<file path="src/rtl/regfile_param.sv">
// LEGv8 register file: 2 registered read ports, 1 write port, hardwired-zero entry, self-clearing after reset/clear_req.
// Latency: reads 1 cycle; writes visible next cycle; REGFILE_BYPASS_EN selects write-first forwarding on same-edge hits.
// Backpressure: none; ready low while the clear sequencer runs (DEPTH cycles), inputs ignored meanwhile.
module regfile_param #(
  parameter int DATA_W   = 64,
  parameter int ADDR_W   = 5,
  parameter int ZERO_REG = 31
) (
  input  logic              clock,
  input  logic              reset,
  input  logic              clear_req,
  input  logic [ADDR_W-1:0] rd_addr1,
  input  logic [ADDR_W-1:0] rd_addr2,
  input  logic              wr_en,
  input  logic [ADDR_W-1:0] wr_addr,
  input  logic [DATA_W-1:0] wr_data,
  output logic [DATA_W-1:0] rd_data1,
  output logic [DATA_W-1:0] rd_data2,
  output logic              ready
);

  localparam int                DEPTH  = 2 ** ADDR_W;
  localparam logic [ADDR_W-1:0] ZERO_A = ADDR_W'(ZERO_REG);
  localparam logic [ADDR_W-1:0] LAST_A = ADDR_W'(DEPTH - 1);

  typedef enum logic {CLEAR, RUN} state_t;

  state_t            state, state_nxt;
  logic [ADDR_W-1:0] clear_ptr;
  logic [DATA_W-1:0] mem [DEPTH];
  logic [DATA_W-1:0] rd_nxt1, rd_nxt2;
  logic              wr_act;

  // A clear request on the same edge discards the write presented with it.
  assign wr_act = (state == RUN) && !clear_req && wr_en && (wr_addr != ZERO_A);
  assign ready  = (state == RUN);

  always_ff @(posedge clock or posedge reset) begin
    if (reset) begin
      state     <= CLEAR;
      clear_ptr <= '0;
    end else begin
      state     <= state_nxt;
      clear_ptr <= (state == CLEAR) ? clear_ptr + 1'b1 : '0;
    end
  end

  always_comb begin
    state_nxt = state;
    case (state)
      CLEAR:   if (clear_ptr == LAST_A) state_nxt = RUN;
      RUN:     if (clear_req) state_nxt = CLEAR;
      default: state_nxt = CLEAR;
    endcase
  end

  // Storage has no reset; the clear sequencer defines its contents.
  always_ff @(posedge clock) begin
    if (state == CLEAR)
      mem[clear_ptr] <= '0;
    else if (wr_act)
      mem[wr_addr] <= wr_data;
  end

  always_comb begin
    rd_nxt1 = (rd_addr1 == ZERO_A) ? '0 : mem[rd_addr1];
    rd_nxt2 = (rd_addr2 == ZERO_A) ? '0 : mem[rd_addr2];
`ifdef REGFILE_BYPASS_EN
    if (wr_act && (rd_addr1 == wr_addr)) rd_nxt1 = wr_data;
    if (wr_act && (rd_addr2 == wr_addr)) rd_nxt2 = wr_data;
`endif
  end

  always_ff @(posedge clock or posedge reset) begin
    if (reset) begin
      rd_data1 <= '0;
      rd_data2 <= '0;
    end else if (state == RUN) begin
      rd_data1 <= rd_nxt1;
      rd_data2 <= rd_nxt2;
    end else begin
      rd_data1 <= '0;
      rd_data2 <= '0;
    end
  end

endmodule
</file>
<file path="config.mk">
export PLATFORM = sky130hd
export DESIGN_NAME = regfile_param
export DESIGN_NICKNAME = d
export VERILOG_FILES = /design/src/rtl/regfile_param.sv
export SDC_FILE = /design/constraint.sdc
export NUM_CORES = 2
export LEC_CHECK = 0
export CORE_MARGIN = 3
export CORE_UTILIZATION = 55
export DETAILED_ROUTE_END_ITERATION = 16
export HOLD_SLACK_MARGIN = 0.05
export PLACE_DENSITY = 0.7
export SLEW_MARGIN = 20
export SYNTH_ARGS = -nofsm -noshare
export SYNTH_HDL_FRONTEND = slang
export SYNTH_SLANG_ARGS = --single-unit
export TNS_END_PERCENT = 30
</file>
<file path="constraint.sdc">
create_clock -name clock -period 6.8 [get_ports clock]
set_clock_uncertainty 0.1 [all_clocks]
set_input_delay 2.04 -clock clock [delete_from_list [all_inputs] [get_ports clock]]
set_output_delay 2.04 -clock clock [all_outputs]
set_load 0.02 [all_outputs]
</file>
=== Word-level counts from Yosys, hierarchy flattened ===
Memory sizes are Yosys's and may differ from the RTL's.
Cells that the tools add are included.

* Add/sub/neg operators: 1
* Equal/unequal tests: 4
* Mux-type cells: 15
* Bitwise logic cells: 1
* Reduce and logical (&&, ||, !) cells: 5

{| class="wikitable"
|+ Operators by type and width
! cell !! number
|-
| 64-bit 2-to-1 mux || 5
|-
| 64-bit OR reduction || 1
|-
| 5-bit equality test, second input constant || 3
|-
| 5-bit 2-to-1 mux || 2
|-
| 1-bit 2-to-1 mux || 7
|-
| 5-bit by 1-bit adder with 5-bit output, second input constant || 1
|-
| 5-bit != test, second input constant || 1
|-
| 1-bit logical AND || 3
|-
| 1-bit case mux with 2 select lines || 1
|-
| 1-bit zero test || 1
|-
| 1-bit inverter || 1
|}

* Register bits: 134
* Memory bits (writable): 2048
* Input bits: 83
* Output and inout bits: 129
* Memories: 1

{| class="wikitable"
|+ Memories
! memory !! words !! width !! read ports !! clocked after Yosys merged registers in !! write ports !! line !! source
|-
| mem || 32 || 64 || 2 || 0 || 1 || 30 || <nowiki>logic [DATA_W-1:0] mem [DEPTH];</nowiki>
|}

=== Logic depth before layout (Yosys ltp) ===
* Word-level depth: 9
* Depth in mapped cells: 9

=== Least setup slack after synthesis ===
Ideal clock, no wire load.

* Path type: input to register
* From: input port clear_req
* To: memory mem[10][0], enable pin
* Library setup time: 0.487 ns
* Data arrival time: 5.646 ns
* Data required time: 6.213 ns
* Path slack: 0.568 ns
* Stages: 5
* Cells stage by stage: nand3b_1 > clkbuf_1 > nor3b_1 > a22oi_1 > nor2_1

* Longest elaborated chain between the ends: 9

{| class="wikitable"
|+ Ends and longest elaborated chain
! what !! line !! source
|-
| from (decl) || 11 || <nowiki>input logic clear_req,</nowiki>
|-
| 1-bit zero test * || 35 || <nowiki>assign wr_act = (state == RUN) && !clear_req && wr_en && (wr_addr != ZERO_A);</nowiki>
|-
| 1-bit logical AND * (3 in a row) || 35 ||
|-
| 1-bit 2-to-1 mux * || 61 || <nowiki>else if (wr_act)</nowiki>
|-
| 1-bit 2-to-1 mux * || 59 || <nowiki>if (state == CLEAR)</nowiki>
|-
| 1-bit 2-to-1 mux (not written as such) * || 62 || <nowiki>mem[wr_addr] <= wr_data;</nowiki>
|-
| 64-bit OR reduction (no source line) || - ||
|-
| 5-bit 2-to-1 mux (no source line) / 1-bit 2-to-1 mux (equally long branches) || - ||
|-
| to (decl) || 30 ||
|}

Mark *: on every way between the ends. The rest lies on a longest branch, timed or not.

=== Worst setup path after layout ===
* From: input port clear_req
* To: memory mem[16][33], enable pin

Same word-level chain as after synthesis.

==> run_results.csv <==
group,metric,value,unit
timing,hold_viol,0,
floorplanning,die_height,427,microns
clock_tree,h-tree-depth,4,
global_route,gr-total-overflow,0,
clock_tree,cts_tree,"yes",
status,status,"completed",
detailed_routing,wl,302,mm
power,clockPowerShare,36.5,%
clock_tree,clk_path_buf_depth,3,
synth,ys_ff_latch,2182,
global_route,antenna_found_initial,5,
power,p_int,24.7,mW
critical_path,crit_path_end_kind,"flip-flop",
critical_path,cp-start-kind,"primary input",
power,leakage,37.8,nW
timing,slew_violations,0,
synth,syn_avg_cell_area,18.9,sq um
timing,fmax,200,MHz
detailed_routing,wl_per_cell,38.4,microns
timing,setup-violations-final,0,
timing,tns,0,ns
critical_path,worst_ep_arrival_time,5.38,ns
worst_hold_path,hp-class,"reg -> reg",
detailed_routing,firstDrtPassIters,6,
timing,finalCritPeriodShare,73.5,%
global_route,grt_pass1_vias,58000,
global_route,grt_util_met2,53.8,%
power,power_frac_seq,49.6,%
clock_tree,hold_buffers,0,
floorplanning,dieArea,182000,sq um
power,sw_frac_of_total,26.3,%
global_route,grt_start_max_net_pins,107,
critical_path,crit_path_cell_trace,"clkdlybuf4s50_1, nand3b_1, a31o_2, a31oi_2, nor2_4, buf_4",
synth,ys.flop_type,"edfxtp_1",
critical_path,worstPathMaxFanout,24,
clock_tree,clk_pin_slew,0.06,ns
detailed_routing,via_per_inst,7.32,
global_route,grt_pass1_wl,426,mm
synth,synth-edff-count,2048,
detailed_routing,first_iter_violations,8124,
floorplanning,coreArea,175000,sq um
timing,fin_crit,5.00,ns
floorplanning,io_pins,212,
placed_design,port_buffers,211,
detailed_routing,ant_nets,0,
floorplanning,row_count,153,
clock_tree,clock-sinks,2182,
clock_tree,cts_setup_buffers,0,
floorplanning,start_util,55.6,%
placed_design,dp.final_hpwl,165,mm
placed_design,gp_congestion,0.843,
synth,syn_inst,5156,
synth,yosysSeqAreaShare,66.6,%
critical_path,critical_path_class,"in -> reg",
synth,synthesis.nets,5241,
cells_and_area,areaGrowthSynthToFinish,13.0,%
global_route,track_usage,33.4,%
critical_path,critical_path.max_stage_delay,0.99,ns
timing,worst_slew_pin_slew,1.22,ns
critical_path,cpMaxStageDelayCell,"nor2_4",
synth,netlist_area,97300,sq um
cells_and_area,fin_nets,5433,
detailed_routing,vias,57700,
synth,ys_types,51,
global_route,met1_usage,44.2,%
cells_and_area,final_util,62.9,%
global_route,grtUsageMet3,6.54,%
critical_path,cp_data_required_time,7.18,ns
placed_design,dp.cells,7451,
synth,ys_warn_count,0,
power,peakVddDrop,0.281,mV
cells_and_area,instances_no_fill,7878,
timing,hold_ws,0.564,ns
clock_tree,ctsRootBufferMaster,"clkbuf_16",
power,p_per_area,304,nW/um^2
global_route,grt_busiest_layer,"met2",
flow_run,maxCapViolations,0,
clock_tree,cts_buffers,219,
cells_and_area,drive_gt1_share,24.5,%
timing,relSlewSlack,18.2,%
floorplanning,die_w,427,microns
clock_tree,post_cts_resized,0,
power,combPwrFrac,13.9,%
detailed_routing,drc,0,
power,p_switching,8.80,mW
timing,rsz0062_at_grt,"no",
synth,async_reset_ff_share,6.14,%
clock_tree,clk-insertion-delay-late,0.86,ns
[worst paths after layout]
check | cells past startpoint | end | from | slack (ns)
max in group asynchronous | 3 | rd_data1[26]$_DFF_PP0_ | reset | 3.55
setup reg to reg | 5 | mem[16][33]$_DFFE_PP_ | ready$_DFF_PP0_ | 3.11
hold / removal | 1 | clear_ptr[0]$_DFF_PP0_ | clear_ptr[0]$_DFF_PP0_ | 0.56
hold reg to reg | 1 | clear_ptr[0]$_DFF_PP0_ | clear_ptr[0]$_DFF_PP0_ | 0.56
setup / recovery | 6 | mem[16][33]$_DFFE_PP_ | clear_req | 1.80
min in group asynchronous | 2 | rd_data1[63]$_DFF_PP0_ | reset | 1.58
[synthesized netlist by cell type (4+ instances only)]
library cell     n  area, sq um
a32oi_1          4         35.0
buf_6           24          270
nor3b_1          5         37.5
nor2_1          41          154
inv_1            7         26.3
dfrtp_1        134         3350
buf_2          162          811
a31oi_1         54          338
nand4_1        127          795
a22o_1          51          447
and2_1          67          419
clkbuf_1       147          552
a21oi_1        146          731
mux2i_1        513         5130
nor3_1           7         35.0
buf_4           44          330
buf_1           27          101
mux4_2         766        17300
and3_1          81          507
edfxtp_1      2048        61500
nor2b_1         10         62.6
a22oi_1        398         2990
nand3_1        131          656
nand2_1        122          458
[sequential cells by signal, summed over array words and instances (netlist names)]
signal	flops
clear_ptr	5
mem	2048
rd_data1	64
rd_data2	64
ready	1
[layout make-up]
class	count	area, sq um
antenna	8	20.0
fill	11900	65000
clock inverter	116	1140
timing repair buffer	376	3980
sequential	2182	64900
multi-input combinational	2562	30900
inverter	7	33.8
tap	2325	2910
clock buffer	302	6180
[metal layers]
layer / vias to the layer above / share of wire, %
met5: - / 0.013
met4: 6 / 5.7
met3: 875 / 11
met2: 4152 / 48
met1: 30300 / 35
li1: 22400 / -
[power by group through the flow]
stage	Combinational [mW]	Sequential, mW	Clock [mW]
floorplan	2.41	16.9	0
global placement	4.55	16.8	0
detailed placement	4.59	16.9	0
CTS	4.61	16.6	12.3
global route	4.77	16.7	12.9
finish	4.66	16.6	12.2
[cells by family (layout without fill, tap and decap cells)]
kind of cell | after synthesis | count (layout) | share of synthesized area [%]
AOI/OAI and AO/OA | 668 | 668 | 4.78
xor gates and xnor gates | 2 | 2 | 0.0180
adders and majority gates | 2 | 2 | 0.0257
other | 0 | 8 | 0
muxes | 1279 | 1279 | 23.0
DFF | 2182 | 2182 | 66.6
buffers and inverters | 412 | 801 | 2.15
and+or+nand+nor | 611 | 611 | 3.41
[worst max-delay path: cells and delay by family]
kind            cells  cell delay (ns)
simple gates        2             1.53
buf+inv             2             1.06
compound gates      2             0.68
[per-stage QoR]
step           cell area [sq um]  total power [mW]  setup WS [ns]
6_report                  110000              33.5           1.80
3_3_place_gp              103000              21.4          0.955
5_1_grt                   110000              34.4           1.71
3_5_place_dp              103000              21.5          0.901
2_1_floorplan              97300              19.3          0.568
4_1_cts                   110000              33.5           1.80
[placed cells by master (no fill, tap or decap), types with 36 or more instances in the layout]
master	count
a22oi_1	398
buf_4	117
clkdlybuf4s50_1	205
clkbuf_1	45
dfrtp_1	134
clkinv_2	49
clkbuf_8	37
buf_12	48
nor2_4	36
a22o_1	51
a21oi_1	146
nand2_1	122
and3_1	79
clkbuf_16	220
a31oi_1	51
and2_1	58
nand3_1	131
edfxtp_1	2048
nand4_1	127
mux2i_1	513
mux4_2	766
(Power assumes the default switching activity.)
